--- src/rtl/ex_pkg.sv ---
// ex_pkg: shared class codes, funct3 encodings and MUL/DIV FSM states for the execute stage
package ex_pkg;
  localparam logic [4:0] T_NOP    = 5'd0;
  localparam logic [4:0] T_RALU   = 5'd1;
  localparam logic [4:0] T_IALU   = 5'd2;
  localparam logic [4:0] T_LOAD   = 5'd3;
  localparam logic [4:0] T_STORE  = 5'd4;
  localparam logic [4:0] T_BRANCH = 5'd5;
  localparam logic [4:0] T_JAL    = 5'd6;
  localparam logic [4:0] T_JALR   = 5'd7;
  localparam logic [4:0] T_LUI    = 5'd8;
  localparam logic [4:0] T_AUIPC  = 5'd9;
  localparam logic [4:0] T_MULDIV = 5'd10;
  localparam logic [2:0] F3_ADD  = 3'd0;
  localparam logic [2:0] F3_SLL  = 3'd1;
  localparam logic [2:0] F3_SLT  = 3'd2;
  localparam logic [2:0] F3_SLTU = 3'd3;
  localparam logic [2:0] F3_XOR  = 3'd4;
  localparam logic [2:0] F3_SR   = 3'd5;
  localparam logic [2:0] F3_OR   = 3'd6;
  localparam logic [2:0] F3_AND  = 3'd7;
  localparam logic [2:0] F3_MUL    = 3'd0;
  localparam logic [2:0] F3_MULH   = 3'd1;
  localparam logic [2:0] F3_MULHSU = 3'd2;
  localparam logic [2:0] F3_MULHU  = 3'd3;
  localparam logic [2:0] F3_DIV    = 3'd4;
  localparam logic [2:0] F3_DIVU   = 3'd5;
  localparam logic [2:0] F3_REM    = 3'd6;
  localparam logic [2:0] F3_REMU   = 3'd7;
  localparam logic [2:0] BR_BEQ  = 3'd0;
  localparam logic [2:0] BR_BNE  = 3'd1;
  localparam logic [2:0] BR_BLT  = 3'd4;
  localparam logic [2:0] BR_BGE  = 3'd5;
  localparam logic [2:0] BR_BLTU = 3'd6;
  localparam logic [2:0] BR_BGEU = 3'd7;
  localparam int MD_ITER = 32;
  typedef enum logic [1:0] {MD_IDLE, MD_BUSY, MD_DONE} md_state_e;
endpackage

--- src/rtl/ex_if.sv ---
// ex_if: ID/EX inputs and EX/MEM plus control outputs of the execute stage
interface ex_if #(parameter int XLEN = 32);
  logic            Valid_In;
  logic [31:0]     Inst_In;
  logic [XLEN-1:0] PC_In;
  logic [XLEN-1:0] Operand_A_val_In;
  logic [XLEN-1:0] Operand_B_val_In;
  logic [XLEN-1:0] Immx_Data_In;
  logic [4:0]      Inst_Type_In;
  logic            branch_kill_flag;
  logic [XLEN-1:0] Branch_Target_Out;
  logic            Stall_Out;
  logic            Valid_Out;
  logic [XLEN-1:0] Alu_Result_Out;
  logic [XLEN-1:0] Store_Data_Out;
  logic [4:0]      Rd_Out;
  logic [4:0]      Inst_Type_Out;
  modport master (
    output Valid_In, Inst_In, PC_In, Operand_A_val_In, Operand_B_val_In, Immx_Data_In, Inst_Type_In,
    input  branch_kill_flag, Branch_Target_Out, Stall_Out, Valid_Out, Alu_Result_Out, Store_Data_Out, Rd_Out, Inst_Type_Out
  );
  modport slave (
    input  Valid_In, Inst_In, PC_In, Operand_A_val_In, Operand_B_val_In, Immx_Data_In, Inst_Type_In,
    output branch_kill_flag, Branch_Target_Out, Stall_Out, Valid_Out, Alu_Result_Out, Store_Data_Out, Rd_Out, Inst_Type_Out
  );
endinterface

--- src/rtl/ex_muldiv_unit.sv ---
// muldiv_unit: iterative 32-step shift-add multiplier / restoring divider on operand magnitudes
module muldiv_unit import ex_pkg::*; (
  input  logic        clk,
  input  logic        rst,
  input  logic        start,
  input  logic [2:0]  funct3,
  input  logic [31:0] a,
  input  logic [31:0] b,
  output logic        busy,
  output logic        done,
  output logic [31:0] result
);
  md_state_e   state;
  logic [4:0]  cnt;
  logic [2:0]  f3;
  logic        a_neg, b_neg, b_zero, sa, sb;
  logic [31:0] hi, lo, m, quo, rem;
  logic [32:0] sum, shl, diff;
  logic [63:0] prod;
  assign sa = funct3 inside {F3_MULH, F3_MULHSU, F3_DIV, F3_REM};
  assign sb = funct3 inside {F3_MULH, F3_DIV, F3_REM};
  assign sum = {1'b0, hi} + (lo[0] ? {1'b0, m} : 33'd0);
  assign shl = {hi, lo[31]};
  assign diff = shl - {1'b0, m};
  assign prod = (a_neg ^ b_neg) ? -{hi, lo} : {hi, lo};
  // divide-by-zero leaves the dividend in hi naturally; only the quotient needs forcing
  assign quo = b_zero ? '1 : (a_neg ^ b_neg) ? -lo : lo;
  assign rem = a_neg ? -hi : hi;
  assign result = f3[2] ? (f3[1] ? rem : quo) : (f3 == F3_MUL ? prod[31:0] : prod[63:32]);
  assign busy = state == MD_BUSY;
  assign done = state == MD_DONE;
  always_ff @(posedge clk) begin
    if (rst) begin
      state <= MD_IDLE;
      cnt <= '0;
      f3 <= '0;
      a_neg <= 1'b0;
      b_neg <= 1'b0;
      b_zero <= 1'b0;
      hi <= '0;
      lo <= '0;
      m <= '0;
    end else begin
      case (state)
        MD_IDLE: if (start) begin
          state <= MD_BUSY;
          cnt <= '0;
          f3 <= funct3;
          a_neg <= sa & a[31];
          b_neg <= sb & b[31];
          b_zero <= b == '0;
          hi <= '0;
          lo <= (sa & a[31]) ? -a : a;
          m <= (sb & b[31]) ? -b : b;
        end
        MD_BUSY: begin
          cnt <= cnt + 5'd1;
          state <= cnt == 5'(MD_ITER - 1) ? MD_DONE : MD_BUSY;
          hi <= f3[2] ? (diff[32] ? shl[31:0] : diff[31:0]) : sum[32:1];
          lo <= f3[2] ? {lo[30:0], ~diff[32]} : {sum[0], lo[31:1]};
        end
        default: state <= MD_IDLE;
      endcase
    end
  end
endmodule

--- src/rtl/ex_stage.sv ---
// ex_stage: RV32IM execute stage with branch resolution, kill, MUL/DIV stall and EX/MEM register
module ex_stage import ex_pkg::*; #(parameter int XLEN = 32) (
  input logic clk,
  input logic rst,
  ex_if.slave bus
);
  logic [4:0]      ty, rd;
  logic [2:0]      f3;
  logic [XLEN-1:0] a, op_b, imm, pc, alu, res, pc_imm, a_imm, target, md_result;
  logic            lt, ltu, eq, br, taken, is_md, stall, md_busy, md_done, unused_bits;
  assign ty = bus.Inst_Type_In;
  assign f3 = bus.Inst_In[14:12];
  assign a = bus.Operand_A_val_In;
  assign imm = bus.Immx_Data_In;
  assign pc = bus.PC_In;
  assign op_b = ty == T_IALU ? imm : bus.Operand_B_val_In;
  assign lt = $signed(a) < $signed(op_b);
  assign ltu = a < op_b;
  assign eq = a == op_b;
  assign unused_bits = ^{bus.Inst_In[31], bus.Inst_In[29:15], bus.Inst_In[6:0]};
  // inst[30] selects SUB only for register ops; for ADDI it is an immediate bit
  assign alu = f3 == F3_ADD  ? (bus.Inst_In[30] & ty == T_RALU ? a - op_b : a + op_b) :
               f3 == F3_SLL  ? a << op_b[4:0] :
               f3 == F3_SLT  ? {{(XLEN-1){1'b0}}, lt} :
               f3 == F3_SLTU ? {{(XLEN-1){1'b0}}, ltu} :
               f3 == F3_XOR  ? a ^ op_b :
               f3 == F3_SR   ? (bus.Inst_In[30] ? $unsigned($signed(a) >>> op_b[4:0]) : a >> op_b[4:0]) :
               f3 == F3_OR   ? a | op_b : a & op_b;
  assign br = f3 == BR_BEQ  ? eq :
              f3 == BR_BNE  ? ~eq :
              f3 == BR_BLT  ? lt :
              f3 == BR_BGE  ? ~lt :
              f3 == BR_BLTU ? ltu :
              f3 == BR_BGEU ? ~ltu : 1'b0;
  assign pc_imm = pc + imm;
  assign a_imm = a + imm;
  assign taken = (ty == T_BRANCH & br) | ty == T_JAL | ty == T_JALR;
  assign is_md = bus.Valid_In & ty == T_MULDIV;
  assign stall = is_md & ~md_done;
  assign target = ty == T_JALR ? {a_imm[XLEN-1:1], 1'b0} : pc_imm;
  assign res = ty inside {T_RALU, T_IALU}   ? alu :
               ty inside {T_LOAD, T_STORE}  ? a_imm :
               ty == T_LUI                  ? imm :
               ty == T_AUIPC                ? pc_imm :
               ty inside {T_JAL, T_JALR}    ? pc + 32'd4 :
               ty == T_MULDIV               ? md_result : '0;
  assign rd = ty == T_BRANCH ? 5'd0 : bus.Inst_In[11:7];
  assign bus.Stall_Out = stall;
  assign bus.branch_kill_flag = bus.Valid_In & taken & ~stall;
  assign bus.Branch_Target_Out = target;
  muldiv_unit u_md (
    .clk(clk),
    .rst(rst),
    .start(is_md & ~md_busy & ~md_done),
    .funct3(f3),
    .a(a),
    .b(bus.Operand_B_val_In),
    .busy(md_busy),
    .done(md_done),
    .result(md_result)
  );
  always_ff @(posedge clk) begin
    if (rst) begin
      bus.Valid_Out <= 1'b0;
      bus.Alu_Result_Out <= '0;
      bus.Store_Data_Out <= '0;
      bus.Rd_Out <= '0;
      bus.Inst_Type_Out <= '0;
    end else begin
      bus.Valid_Out <= bus.Valid_In & ~stall;
      bus.Alu_Result_Out <= res;
      bus.Store_Data_Out <= bus.Operand_B_val_In;
      bus.Rd_Out <= rd;
      bus.Inst_Type_Out <= ty;
    end
  end
endmodule

--- src/flat_wrapper.sv ---
// flat-port wrapper written by rule: the top's interface ports become plain ports
module ex_stage_flat import ex_pkg::*;
#(parameter int XLEN = 32)
  (clk, rst, bus_Valid_In, bus_Inst_In, bus_PC_In, bus_Operand_A_val_In, bus_Operand_B_val_In, bus_Immx_Data_In, bus_Inst_Type_In, bus_branch_kill_flag, bus_Branch_Target_Out, bus_Stall_Out, bus_Valid_Out, bus_Alu_Result_Out, bus_Store_Data_Out, bus_Rd_Out, bus_Inst_Type_Out);
  ex_if #(.XLEN(XLEN)) bus_i ();
  input logic clk;
  input logic rst;
  input wire logic [$bits(bus_i.Valid_In)-1:0] bus_Valid_In;
  input wire logic [$bits(bus_i.Inst_In)-1:0] bus_Inst_In;
  input wire logic [$bits(bus_i.PC_In)-1:0] bus_PC_In;
  input wire logic [$bits(bus_i.Operand_A_val_In)-1:0] bus_Operand_A_val_In;
  input wire logic [$bits(bus_i.Operand_B_val_In)-1:0] bus_Operand_B_val_In;
  input wire logic [$bits(bus_i.Immx_Data_In)-1:0] bus_Immx_Data_In;
  input wire logic [$bits(bus_i.Inst_Type_In)-1:0] bus_Inst_Type_In;
  output wire logic [$bits(bus_i.branch_kill_flag)-1:0] bus_branch_kill_flag;
  output wire logic [$bits(bus_i.Branch_Target_Out)-1:0] bus_Branch_Target_Out;
  output wire logic [$bits(bus_i.Stall_Out)-1:0] bus_Stall_Out;
  output wire logic [$bits(bus_i.Valid_Out)-1:0] bus_Valid_Out;
  output wire logic [$bits(bus_i.Alu_Result_Out)-1:0] bus_Alu_Result_Out;
  output wire logic [$bits(bus_i.Store_Data_Out)-1:0] bus_Store_Data_Out;
  output wire logic [$bits(bus_i.Rd_Out)-1:0] bus_Rd_Out;
  output wire logic [$bits(bus_i.Inst_Type_Out)-1:0] bus_Inst_Type_Out;
  assign bus_i.Valid_In = bus_Valid_In;
  assign bus_i.Inst_In = bus_Inst_In;
  assign bus_i.PC_In = bus_PC_In;
  assign bus_i.Operand_A_val_In = bus_Operand_A_val_In;
  assign bus_i.Operand_B_val_In = bus_Operand_B_val_In;
  assign bus_i.Immx_Data_In = bus_Immx_Data_In;
  assign bus_i.Inst_Type_In = bus_Inst_Type_In;
  assign bus_branch_kill_flag = bus_i.branch_kill_flag;
  assign bus_Branch_Target_Out = bus_i.Branch_Target_Out;
  assign bus_Stall_Out = bus_i.Stall_Out;
  assign bus_Valid_Out = bus_i.Valid_Out;
  assign bus_Alu_Result_Out = bus_i.Alu_Result_Out;
  assign bus_Store_Data_Out = bus_i.Store_Data_Out;
  assign bus_Rd_Out = bus_i.Rd_Out;
  assign bus_Inst_Type_Out = bus_i.Inst_Type_Out;
  ex_stage #(.XLEN(XLEN)) u_core (.clk(clk), .rst(rst), .bus(bus_i));
endmodule
--- config.mk ---
export PLATFORM = sky130hd
export DESIGN_NAME = ex_stage_flat
export DESIGN_NICKNAME = d
export VERILOG_FILES = /design/src/rtl/ex_pkg.sv /design/src/rtl/ex_if.sv /design/src/rtl/ex_muldiv_unit.sv /design/src/rtl/ex_stage.sv /design/src/flat_wrapper.sv
export SDC_FILE = /design/constraint.sdc
export NUM_CORES = 2
export LEC_CHECK = 0
export BUFFER_PORTS_ARGS = -buffer_cell sky130_fd_sc_hd__buf_2
export CAP_MARGIN = 15
export CORE_MARGIN = 4
export CORE_UTILIZATION = 30
export CTS_CLUSTER_DIAMETER = 120
export DETAILED_ROUTE_END_ITERATION = 10
export PLACE_DENSITY_LB_ADDON = 0.2
export SYNTH_ARGS = -nofsm -noshare
export SYNTH_HDL_FRONTEND = slang
export SYNTH_SLANG_ARGS = --single-unit
--- constraint.sdc ---
create_clock -name clk -period 19.4 [get_ports clk]
set_input_delay 3.88 -clock clk [delete_from_list [all_inputs] [get_ports clk]]
set_output_delay 3.88 -clock clk [all_outputs]
set_load 0.03 [all_outputs]
==> results.py <==
metrics = {
    "place": {
        "hpwl_um": 127600,
        "postPlaceCellArea_um2": 30700,
        "place.gp.congestion": 1.045,
        "port-buffer-count": 253,
    },
    "global_route": {
        "track_usage_pct": 31.53,
        "grt_overflow": 0,
        "antenna_found_initial": 18,
        "grt_start_max_net_pins": 68,
        "grt_pass1_wl_um": 230200,
        "grt_pass1_vias": 31566,
    },
    "job": {
        "cap_violations": 0,
    },
    "clock_network": {
        "cts_setup_buffers": 0,
        "hold_buffers": 0,
        "cts_tree": "built",
        "clockRootBuffer": "clkbuf_16",
        "cts_resized": 0,
        "clkSinkCount": 184,
        "h-tree-depth": 4,
        "cts.path.max_buffers": 2,
        "path_clk_slew_ps": 90,
        "clock_latency_ps": 540,
        "numCtsBuffers": 17,
    },
    "detailed_routing": {
        "vias": 34152,
        "first_iter_violations": 4090,
        "wl_per_cell_um": 29.84,
        "drc": 0,
        "routed_via_density": 6.247,
        "drtPass1Iterations": 6,
        "wl_um": 163100,
        "final_antenna_net_count": 0,
    },
    "yosys": {
        "synth_cells": 4152,
        "synth.top_cell.area_share_pct": 12.97,
        "synth_area_per_cell_um2": 6.840,
        "yosysSeqAreaShare_pct": 12.97,
        "syn_area_um2": 28400,
        "ys_dominant_reg_cell": "dfxtp_1",
        "postSynth.asyncResetShare_pct": 0,
        "yosysMostFrequentCell": "nor2_1",
        "synthTopCellsByArea": "dfxtp_1 (13%), ha_1 (9.8%), a21oi_1 (7.5%)",
        "ys_ff_latch": 184,
        "ys_warn_count": 0,
        "synth.net_count": 4548,
        "ys_types": 91,
        "yosysTopAreaCell": "dfxtp_1",
        "synth_edf_count": 0,
        "netlist_top_cells_count": "nor2_1 (438), a21oi_1 (426), o21ai_0 (330)",
    },
    "floorplan": {
        "pin_count": 277,
        "die_w_um": 315.7,
        "start_util_pct": 30.34,
        "fp-row-count": 112,
        "dieArea_um2": 99650,
        "die_h_um": 315.7,
        "core_area_um2": 93610,
    },
    "setup_path": {
        "cp-start-kind": "input port",
        "critPathCaptureType": "primary output",
        "crit_fanout": 63,
        "crit_required_ps": 15520,
        "path_class": "input port to primary output",
        "cp.arrival_ps": 10720,
    },
    "final_layout": {
        "fillers": 10507,
        "final_area_um2": 31350,
        "drive_gt1_share_pct": 11.35,
        "final_nets": 4594,
        "area_delta_synth_final_pct": 10.38,
    },
    "timing": {
        "rsz0062_at_grt": "no",
        "worst_pin_slew_ps": 1184,
        "setup_violations": 0,
        "setup_tns_ps": 0,
        "hold_viol": 0,
        "max_freq_mhz": 68.49,
        "finalCriticalPeriod_ps": 14600,
        "skew_ps": 31.10,
        "period_share_pct": 75.26,
        "slew_viol_final": 0,
        "maxSlewHeadroom_pct": 19.01,
    },
    "pwr": {
        "vdd_drop_max_v": 0.00006160,
        "powerDensity_nw_per_um2": 50.43,
        "p_leak_nw": 12.62,
    },
    "hold_path": {
        "hp-class": "flop to flop",
    },
    "status": {
        "status": "finished clean",
    },
}
## path summary, 6_finish.rpt
path	endpoint	start	cells past startpoint	slack, ps
worst max-delay path	bus_branch_kill_flag	bus_Inst_Type_In[1]	20	4800
worst min register to register	u_core.u_md.f3[2]	u_core.u_md.f3[2]	2	460
worst max register to register	u_core.u_md.hi[31]	u_core.u_md.lo[31]	16	13610
worst min-delay path	u_core.u_md.f3[2]	u_core.u_md.f3[2]	2	460
## critical path: stages
cell	delay (ps)
buf_2	370
or3b_1	510
o21ai_0	480
and2_2	240
buf_4	560
inv_2	40
buf_4	350
ha_1	510
inv_1	120
ha_1	150
a31oi_1	60
nor3_1	390
o211ai_1	210
a21oi_1	550
o311ai_2	290
o21ai_0	550
a21o_1	220
mux2_2	330
o31ai_1	520
buf_2	310
## flip-flops by register name (all words and copies together) (netlist names)
register	cells
u_core.bus.Alu_Result_Out	32
u_core.bus.Store_Data_Out	32
u_core.u_md.hi	32
u_core.u_md.lo	32
u_core.u_md.m	32
u_core.bus.Inst_Type_Out	5
u_core.bus.Rd_Out	5
u_core.u_md.cnt	5
u_core.u_md.f3	3
u_core.u_md.state	2
u_core.bus.Valid_Out	1
u_core.u_md.a_neg	1
u_core.u_md.b_neg	1
u_core.u_md.b_zero	1
## cell usage in the layout (no fill, tap or decap), types with 15 or more instances in the layout
cell type | Yosys | routed
nand2b_1 | 38 | 38
clkbuf_16 | 0 | 17
o21a_1 | 30 | 30
o21bai_1 | 27 | 27
dfxtp_1 | 184 | 183
a221o_1 | 18 | 18
a311oi_1 | 18 | 18
nand2_1 | 314 | 314
a31oi_1 | 53 | 53
ha_1 | 223 | 223
a21o_1 | 66 | 66
a22oi_1 | 36 | 36
mux2_2 | 43 | 43
nor2b_1 | 55 | 55
or3_1 | 38 | 38
o31ai_1 | 48 | 48
o22ai_1 | 29 | 29
and3_1 | 29 | 29
and2_1 | 36 | 34
nand3_1 | 124 | 124
buf_2 | 16 | 252
o21ai_0 | 330 | 330
mux2i_1 | 84 | 83
nand4_1 | 35 | 35
a21oi_1 | 426 | 425
xor2_1 | 103 | 101
nor2_1 | 438 | 433
or4_1 | 28 | 28
o211ai_1 | 45 | 45
inv_1 | 179 | 179
a211oi_1 | 117 | 117
buf_4 | 0 | 67
or2_2 | 28 | 28
nor4_1 | 37 | 35
o221ai_1 | 31 | 31
a211o_1 | 15 | 15
nor3_1 | 110 | 108
a221oi_1 | 41 | 41
xnor2_1 | 196 | 195
## cell type report
| class | count | area [um^2] | area share [%] |
|---|---|---|---|
| multi-input combinational | 3491 | 22980 | 73.32 |
| sequential | 184 | 3685 | 11.76 |
| timing repair buffer | 320 | 1775 | 5.664 |
| tap | 1254 | 1569 | 5.005 |
| inverter | 184 | 690.7 | 2.203 |
| clock buffer | 17 | 425.4 | 1.357 |
| clock inverter | 15 | 214.0 | 0.6826 |
| antenna | 2 | 5.005 | 0.01597 |
## per-layer routing
layer	share of wire [%]	track usage [%]	vias to the layer above
met5	0.032	0	-
met4	6.6	17.43	8
met3	10	7.347	429
met2	42	47.22	1930
met1	41	41.71	16379
li1	-	-	15406
## report_power, final
group	switching (mW)	internal (mW)	leakage (nW)	total (mW)
clock	0.222	0.179	0.305	0.402
combinational	0.552	0.234	10.8	0.786
sequential	0.00526	0.388	1.50	0.393
## cell families (layout without fill, tap and decap cells)
logic type                 after synthesis  count (layout)  share of synthesized area (%)
AOI/OAI and AO/OA                     1485            1485                          33.77
and+or+nand+nor                       1349            1349                          22.50
buffers and inverters                  477             536                          6.459
xor gates and xnor gates               299             299                          9.222
adders and majority gates              228             228                          10.18
DFF                                    184             184                          12.97
muxes                                  130             130                          4.904
other                                    0               2                              0
## metrics by stage
stage          total power, mW  util (%)  setup WS (ps)  instances  hold slack, ps
2_1_floorplan           0.8731         -           6491       4152           431.9
3_3_place_gp             1.161     32.80           5067       5433           441.5
3_5_place_dp             1.158     32.80           5082       5433           446.8
4_1_cts                  1.567     33.48           5037       5465           459.5
5_1_grt                  1.640     33.48           4696       5465           497.1
6_report                 1.581     33.49           4799       5467           456.9
Power figures use the tool's default switching activity.
